==> src/rtl/ascon_op_sequencer.sv <==
// ascon_op_sequencer
//
// Control front end for the Ascon core. Holds the three 128-bit operand
// registers, arbitrates writes to them between the SPI host (IDLE only) and
// the core writeback port (RUN only), launches the core with a one-cycle
// ready pulse, and supervises completion with a watchdog.
//
// Ports
//   clk, rst_n                   clock, asynchronous active-low reset
//   cmd_valid, cmd_mode[2:0]     host command request and operation mode (1..5)
//   cmd_ready                    high while a command can be accepted (IDLE)
//   host_wr_en/_sel/_data        host register write port
//   host_wr_blocked              one-cycle pulse after a dropped host write
//   reg0/1/2_128b                operand registers to the core
//   core_mode, core_ready        operation_mode / operation_ready to the core
//   core_wrback_en/_sel/_val     core writeback port
//   core_done                    core operation_done
//   busy                         high in LAUNCH, RUN and COMPLETE
//   done_irq                     one-cycle completion pulse
//   status[1:0]                  sticky: 00 ok, 01 timeout, 10 rejected command
module ascon_op_sequencer #(
  parameter int TIMEOUT_CYCLES = 255,
  parameter int CTR_W          = 8
) (
  input  logic         clk,
  input  logic         rst_n,
  input  logic         cmd_valid,
  input  logic [2:0]   cmd_mode,
  output logic         cmd_ready,
  input  logic         host_wr_en,
  input  logic [1:0]   host_wr_sel,
  input  logic [127:0] host_wr_data,
  output logic         host_wr_blocked,
  output logic [127:0] reg0_128b,
  output logic [127:0] reg1_128b,
  output logic [127:0] reg2_128b,
  output logic [2:0]   core_mode,
  output logic         core_ready,
  input  logic         core_wrback_en,
  input  logic [1:0]   core_wrback_sel,
  input  logic [127:0] core_wrback_val,
  input  logic         core_done,
  output logic         busy,
  output logic         done_irq,
  output logic [1:0]   status
);

  typedef enum logic [1:0] {IDLE, LAUNCH, RUN, COMPLETE} state_t;

  localparam logic [1:0]       STATUS_OK      = 2'b00;
  localparam logic [1:0]       STATUS_TIMEOUT = 2'b01;
  localparam logic [1:0]       STATUS_REJECT  = 2'b10;
  localparam logic [CTR_W-1:0] WDOG_LAST      = CTR_W'(TIMEOUT_CYCLES - 1);

  state_t             state_q, state_d;
  logic [127:0]       reg0_q, reg0_d;
  logic [127:0]       reg1_q, reg1_d;
  logic [127:0]       reg2_q, reg2_d;
  logic [2:0]         mode_q, mode_d;
  logic [1:0]         status_q, status_d;
  logic [CTR_W-1:0]   wdog_q, wdog_d;
  logic               blocked_q, blocked_d;
  logic               host_wr_ok;
  logic               core_wr_ok;

  function automatic logic mode_is_valid(input logic [2:0] m);
    return (m >= 3'd1) && (m <= 3'd5);
  endfunction

  always_comb begin
    state_d  = state_q;
    mode_d   = mode_q;
    status_d = status_q;
    wdog_d   = wdog_q;
    reg0_d   = reg0_q;
    reg1_d   = reg1_q;
    reg2_d   = reg2_q;

    case (state_q)
      IDLE: begin
        if (cmd_valid) begin
          if (mode_is_valid(cmd_mode)) begin
            mode_d   = cmd_mode;
            status_d = STATUS_OK;
            state_d  = LAUNCH;
          end else begin
            status_d = STATUS_REJECT;
          end
        end
      end
      LAUNCH: begin
        wdog_d  = '0;
        state_d = RUN;
      end
      RUN: begin
        wdog_d = wdog_q + CTR_W'(1);
        // core_done is tested first so it wins over a coincident timeout
        if (core_done) begin
          state_d = COMPLETE;
        end else if (wdog_q == WDOG_LAST) begin
          status_d = STATUS_TIMEOUT;
          state_d  = COMPLETE;
        end
      end
      COMPLETE: begin
        mode_d  = '0;
        state_d = IDLE;
      end
      default: state_d = IDLE;
    endcase

    // Host and core writers are separated by state, so they never collide.
    host_wr_ok = host_wr_en && (state_q == IDLE) && (host_wr_sel != 2'd3);
    core_wr_ok = core_wrback_en && (state_q == RUN) && (core_wrback_sel != 2'd3);

    if (host_wr_ok) begin
      case (host_wr_sel)
        2'd0:    reg0_d = host_wr_data;
        2'd1:    reg1_d = host_wr_data;
        default: reg2_d = host_wr_data;
      endcase
    end

    // Still honoured in the core_done cycle so the final tag lands.
    if (core_wr_ok) begin
      case (core_wrback_sel)
        2'd0:    reg0_d = core_wrback_val;
        2'd1:    reg1_d = core_wrback_val;
        default: reg2_d = core_wrback_val;
      endcase
    end

    blocked_d = host_wr_en && !host_wr_ok;
  end

  always_ff @(posedge clk or negedge rst_n) begin
    if (!rst_n) begin
      state_q   <= IDLE;
      reg0_q    <= '0;
      reg1_q    <= '0;
      reg2_q    <= '0;
      mode_q    <= '0;
      status_q  <= STATUS_OK;
      wdog_q    <= '0;
      blocked_q <= 1'b0;
    end else begin
      state_q   <= state_d;
      reg0_q    <= reg0_d;
      reg1_q    <= reg1_d;
      reg2_q    <= reg2_d;
      mode_q    <= mode_d;
      status_q  <= status_d;
      wdog_q    <= wdog_d;
      blocked_q <= blocked_d;
    end
  end

  assign cmd_ready       = (state_q == IDLE);
  assign busy            = (state_q != IDLE);
  assign core_ready      = (state_q == LAUNCH);
  assign done_irq        = (state_q == COMPLETE);
  assign core_mode       = mode_q;
  assign status          = status_q;
  assign host_wr_blocked = blocked_q;
  assign reg0_128b       = reg0_q;
  assign reg1_128b       = reg1_q;
  assign reg2_128b       = reg2_q;

endmodule
==> config.mk <==
export PLATFORM = sky130hd
export DESIGN_NAME = ascon_op_sequencer
export DESIGN_NICKNAME = d
export VERILOG_FILES = /design/src/rtl/ascon_op_sequencer.sv
export SDC_FILE = /design/constraint.sdc
export NUM_CORES = 1
export LEC_CHECK = 0
export BUFFER_PORTS_ARGS = -buffer_cell sky130_fd_sc_hd__buf_2
export CORE_AREA = 4 4 254 256
export CTS_CLUSTER_DIAMETER = 30
export CTS_CLUSTER_SIZE = 20
export DETAILED_ROUTE_END_ITERATION = 8
export DIE_AREA = 0 0 258 260
export GPL_ROUTABILITY_DRIVEN = 0
export PLACE_DENSITY = 0.55
export SLEW_MARGIN = 0
export SYNTH_ARGS = -nofsm -noshare
export SYNTH_HDL_FRONTEND = slang
export SYNTH_SLANG_ARGS = --single-unit
==> constraint.sdc <==
create_clock -name clk -period 4.8 [get_ports clk]
set_input_delay 0.24 -clock clk [delete_from_list [all_inputs] [get_ports clk]]
set_output_delay 0.24 -clock clk [all_outputs]
set_load 0.05 [all_outputs]
==> out/summary.txt, run 1 <==
Combined buffer and inverter count along the critical path: 3
FF-to-FF setup slack: 1.66 ns
Worst Setup SP: state_q[0]$_DFFE_PN0P_
Total die area: 67100 µm²
Fmax: 318 MHz
Net count of the mapped netlist: 2037
Run status: finished, final reports clean
Share of synthesized cell area in full adder, half adder and majority cells: 0.408%
Max IR drop VDD: 600 µV
Total via count in the routed design: 17700
Slowest Stage Delay on Critical Path: 0.61 ns
Total congestion overflow after global routing: 0
Critical Path Sink Type: register
Critical path required time: 5.29 ns
First-pass GRT wire length: 108000 µm
Critical path data arrival time: 3.64 ns
Worst-case clock skew: 0.0299 ns
Number of global-route vias before repair: 19100
Flops & latches, synth: 400
Commonest non-fill, non-tap cell in the layout: buf_2
Slew at the pin closest to its max-slew limit: 1.01 ns
Detailed placer's ending HPWL: 43200 µm
Initial antenna violation count: 1
Sequential cell area fraction in the yosys report: 54.4%
Layout filler cell count: 5644
Standard cell area after detailed placement: 22500 µm²
Relative slew slack: 32.4%
Largest net degree at the start of global routing: 147
Post-route setup slack: 1.66 ns
Worst setup path category: register to register
Type of origin of the critical path: register
Max-cap violations: 0
Share of cell area taken by muxes after synthesis: 21.2%
Combined area of all synthesized cells: 18400 µm²
Cell Pwr Density: 841 nW/µm²
Worst setup path endpoint: reg0_128b[76]$_DFF_PN0_
Post-route DRC violation count: 0
Reg-to-Reg Start: state_q[0]$_DFFE_PN0P_
Number of setup violations in the final report: 0
Fraction of the mapped netlist area in compound gates: 11.1%
Fin Setup TNS: 0 ns
Number of core rows: 92
Clock-pin transition on the worst setup and hold timing paths: 0.05 ns
Dominant combinational cell family by area after synthesis: multiplexers
Starting DRC count in detailed routing: 969
Aggregate global-route resource usage: 19.9%
Cell area after layout: 30100 µm²
First-pass iteration count of the detailed router: 6
Final core utilization: 48.1%
Crit share post-route: 65.5%
Final Max Slew Viols: 0
Leak: 15.3 nW
Area of the core region: 62500 µm²
Antenna Violating Nets Remaining: 0
Hold_ws: 0.325 ns
Number of buffers added by the clock tree synthesis step: 101
Initial Utilization: 29.4%
Buffer type at the clock tree root: clkbuf_16
Average cell area after synthesis: 10.4 µm²
Vert. Die Dim: 260 µm
R2R depth: 8
Average wire per cell in the routed design: 18.5 µm
IO Pins: 663
Post-synthesis simple-gate area fraction: 9.11%
R2R Path End: reg0_128b[76]$_DFF_PN0_
Synth Area in XOR/XNOR: 0.0952%
Synthesis warning total: 0
Skew-Pair Late Insertion Delay: 0.62 ns
Ordered cell list for the critical path: inv_1 -> ha_1 -> nand2_1 -> nor3_4 -> buf_12 -> mux2i_1 -> o21ai_0 -> dlygate4sd3_1
Highest net fanout along the worst path: 69
Most frequent cells in the layout: buf_2 (661), dfrtp_1 (400), dlygate4sd3_1 (393)
Port Buffer Count: 662
Hold Crit Class: input port to async pin
Layout overhead on the synthesized area: 63.6%
Die span in x: 258 µm
Critical Path Slowest Stage Cell: dlygate4sd3_1
Synthesized netlist cell count: 1762
Count of unique library cells instantiated by Yosys: 33
Final wirelength: 69200 µm
Clock H-tree levels: 3
Fraction of layout cells with a size suffix above 1: 30.0%
Setup WS pre-CTS: 2.30 ns
Min Clock Period, post-route: 3.14 ns
Count of cell instances traversed by the critical path: 8
Final hold violations: 0
CTS tree: built
Unrepaired setup endpoints after global routing: false
Crit-path leading delay family: buffers and inverters
Avg Vias per Cell: 4.73
Clk buf depth: 3
Cts repair resizes: 0
Clk sink count: 400
Net count, final: 3081
-- sequential cells by signal, summed over array words and instances (netlist names) --
name             cells
core_mode            3
host_wr_blocked      1
reg0_128b          128
reg1_128b          128
reg2_128b          128
state_q              2
status               2
wdog_q               8
-- repair_timing --
action,CTS,global route
hold buffers,393,0
setup buffers,0,0
hold endpoints to repair,511,0
-- cell families (layout without fill, tap and decap cells) --
logic type,after synthesis,after routing
multiplexers,390,390
other,0,1
XOR/XNOR,2,2
flip-flops,400,400
AND/OR/NAND/NOR,424,424
adder cells (fa/ha/maj),6,6
AO/OA/AOI/OAI,402,402
buffers and inverters,138,1269
-- per-layer routing --
metal  track usage, %  wire, µm  vias to the layer above
met4             10.1      3230                        0
met1             22.4     26400                     8549
met5                0         0                        -
met3             5.15      4800                      184
met2             34.9     34800                      713
li1                 -         -                     8230
-- cells in the mapped netlist, drive strengths merged --
cell type / instances / share of area, %
dfrtp: 400 / 54
mux2i: 389 / 21
a21oi: 260 / 7.1
nor2: 259 / 5.3
nand2: 142 / 2.9
o21ai: 132 / 3.6
buf: 74 / 2.4
clkbuf: 55 / 1.1
inv: 9 / 0.20
ha: 6 / 0.41
nand3: 5 / 0.14
nor3: 5 / 0.19
o22ai: 5 / 0.17
nand4b: 4 / 0.19
a32o: 2 / 0.11
and3: 2 / 0.068
nand3b: 2 / 0.082
nor2b: 2 / 0.068
a2111oi: 1 / 0.048
a21boi: 1 / 0.041
a21o: 1 / 0.041
mux2: 1 / 0.061
nand4: 1 / 0.034
nor4b: 1 / 0.13
or3: 1 / 0.034
xnor2: 1 / 0.048
xor2: 1 / 0.048
-- area by class of cell --
type	instances	area, µm²	share of cell area (%)
antenna	1	2.50	0.00832
clock buffer	120	2750	9.14
clock inverter	70	953	3.17
inverter	9	36.3	0.121
multi-input combinational	1224	7720	25.7
sequential	400	10000	33.3
tap	846	1060	3.52
timing repair buffer	1070	7560	25.1
-- where the power goes --
part	switching, mW	total [mW]	internal (mW)	leakage, nW
clock network	2.17	7.27	5.10	1.81
registers	0.959	6.00	5.04	4.73
logic	8.69	12.0	3.35	8.75
total	11.8	25.3	13.5	15.3
-- worst min-delay path by stage --
| stage | to | slack (ns) | depth (start not counted) |
|---|---|---|---|
| 2_1_floorplan | core_mode[0]$_DFFE_PN0P_ | -0.06 | 0 |
| 3_3_place_gp | reg0_128b[98]$_DFF_PN0_ | 0.44 | 1 |
| 3_5_place_dp | reg0_128b[102]$_DFF_PN0_ | 0.45 | 1 |
| 4_1_cts | reg0_128b[43]$_DFF_PN0_ | 0.30 | 4 |
| 5_1_grt | reg1_128b[32]$_DFF_PN0_ | 0.41 | 4 |
| 6_report | reg0_128b[102]$_DFF_PN0_ | 0.32 | 2 |
-- through the flow --
stage	power, mW	cells
after floorplan	14.0	1762
after global placement	16.8	3156
after detailed placement	17.0	3156
after CTS	25.4	3739
after global routing	26.4	3739
final	25.3	3740
Power figures use the tool's default switching activity.
==> run 2: changes to the inputs <==
Settings changed: CORE_AREA 4 4 254 256 to 4 4 256 258, DIE_AREA 0 0 258 260 to 0 0 260 262.
Clock period 4.8 ns to 3 ns, I/O delays scaled along.
==> run 2 against run 1 <==
Effect of this change:
- clock skew up 0.016 ns
- critical path type unchanged
- total power up 58%
- die area up 1.6%
- hold slack worse by 0.17 ns
- global-route usage up 0.073 points
- highest routed layer unchanged
- clock-buffer cell count up 10
- worst setup slack worse by 1.5 ns
- sequential cell count unchanged
- sequential share of layout area down 0.25 points
==> out/summary.txt, run 2 (same netlist as run 1, synthesis figures left out) <==
Aggregate global-route resource usage: 20.0%
Final Max Slew Viols: 0
Worst-case clock skew: 0.0456 ns
Max IR drop VDD: 862 µV
Port Buffer Count: 662
Most frequent cells in the layout: buf_2 (661), dfrtp_1 (400), dlygate4sd3_1 (394)
Net switching power: 18.9 mW
Type of origin of the critical path: register
Power share of the clock group: 27.7%
Critical Path Sink Type: register
Fmax: 355 MHz
Antenna Violating Nets Remaining: 0
Leak: 15.4 nW
Internal: 21.2 mW
Unrepaired setup endpoints after global routing: false
Final cell count without fillers: 3774
First-pass GRT wire length: 108000 µm
Area of the core region: 63000 µm²
Net count, final: 3120
Largest net degree at the start of global routing: 137
Total die area: 68100 µm²
Vert. Die Dim: 262 µm
Detailed placer's ending HPWL: 46600 µm
IO Pins: 663
Share of total power in sequential cells: 24.1%
FF-to-FF setup slack: 0.18 ns
Clock-pin transition on the worst setup and hold timing paths: 0.05 ns
CTS tree: built
Layout overhead on the synthesized area: 64.8%
Number of setup violations in the final report: 0
Min Clock Period, post-route: 2.82 ns
Number of core rows: 92
Initial Utilization: 29.2%
Number of global-route vias before repair: 19000
Hold Crit Class: input port to register
Starting DRC count in detailed routing: 945
Final hold violations: 0
Crit share post-route: 93.9%
First-pass iteration count of the detailed router: 5
Critical path required time: 3.47 ns
Highest net fanout along the worst path: 60
Clock H-tree levels: 3
Fin Setup TNS: 0 ns
Slew at the pin closest to its max-slew limit: 0.825 ns
Final wirelength: 72000 µm
Worst setup path category: register to register
Switching power share of the total: 47.2%
Number of buffers added by the clock tree synthesis step: 100
Number of cells in the design after placement: 3192
Skew-Pair Late Insertion Delay: 0.64 ns
Max-cap violations: 0
Combinational fraction of design power: 48.2%
Avg Vias per Cell: 4.70
Clk buf depth: 3
Total via count in the routed design: 17700
Die span in x: 260 µm
Cell Pwr Density: 1320 nW/µm²
Relative slew slack: 45.0%
Layout filler cell count: 5684
Run status: finished, final reports clean
Average wire per cell in the routed design: 19.1 µm
Critical path data arrival time: 3.29 ns
Post-route DRC violation count: 0
Fraction of layout cells with a size suffix above 1: 30.4%
Commonest non-fill, non-tap cell in the layout: buf_2
Total congestion overflow after global routing: 0
Antenna cell count: 0
Clk sink count: 400
Buffer type at the clock tree root: clkbuf_16
Initial antenna violation count: 0
## run 2: cell count changes in the layout (fill, tap and decap cells not counted), sizes merged
cell	before	now
buf	677	714
dlygate4sd3	393	394
clkinvlp	11	9
clkinv	37	29
bufinv	19	14
diode	1	0
clkbuf	120	132
## run 2: cell type report
class / count / area, µm² / share of cell area, %
flip-flops and latches: 400 / 10000 / 33.0
clock inverters: 55 / 787 / 2.60
clock buffers: 130 / 2770 / 9.12
well taps: 846 / 1060 / 3.49
repair buffers: 1110 / 7940 / 26.2
inverters: 9 / 36.3 / 0.120
multi-input cells: 1224 / 7720 / 25.5
## run 2: layer usage
layer  routed length (µm)  GRT usage, %
met5                    0             0
met4                 2800          8.84
met3                 5340          5.44
met2                36500          35.2
met1                27400          22.8
## run 2: path summary, 6_finish.rpt
check,cells after the start,end,start
min in group asynchronous,2,reg2_128b[115]$_DFF_PN0_,rst_n
worst max-delay path,8,reg0_128b[8]$_DFF_PN0_,state_q[0]$_DFFE_PN0P_
worst min-delay path,4,reg2_128b[111]$_DFF_PN0_,core_wrback_en
max in group asynchronous,3,reg1_128b[123]$_DFF_PN0_,rst_n
worst max register to register,8,reg0_128b[8]$_DFF_PN0_,state_q[0]$_DFFE_PN0P_
worst min register to register,1,status[0]$_DFFE_PN0P_,status[0]$_DFFE_PN0P_
## run 2: critical path, stage by stage (launching register included)
cell           delay, ns
dfrtp_1             0.39
inv_1               0.12
ha_1                0.42
nand2_1             0.16
nor3_4              0.25
buf_12              0.16
buf_8               0.37
o21ai_1             0.18
dlygate4sd3_1       0.59
## run 2: stage by stage
step	setup slack (ns)	utilization, %	hold WS [ns]	instance area, µm²	power [mW]
6_report	0.183	48.1	0.152	30300	40.1
5_1_grt	0.0175	48.1	0.176	30300	41.9
4_1_cts	0.207	48.1	0.115	30300	40.1
3_5_place_dp	0.750	36.1	0.276	22800	27.3
3_3_place_gp	0.828	36.1	0.268	22800	27.0
2_1_floorplan	0.802	-	-0.146	18400	22.4
## run 2: power groups by stage
stage	combinational, mW	clock (mW)	sequential (mW)
global route	20.3	11.6	9.96
floorplan	3.74	0	18.6
CTS	19.2	11.3	9.65
global placement	17.5	0	9.59
detailed placement	17.7	0	9.67
finish	19.3	11.1	9.67
## run 2: what timing repair did
item                                    in CTS  in global routing
hold buffers                               394                  0
resized for setup                            0                  6
hold endpoints to repair                   474                  0
setup buffers                                0                  1
endpoints found under the setup margin       0                 14
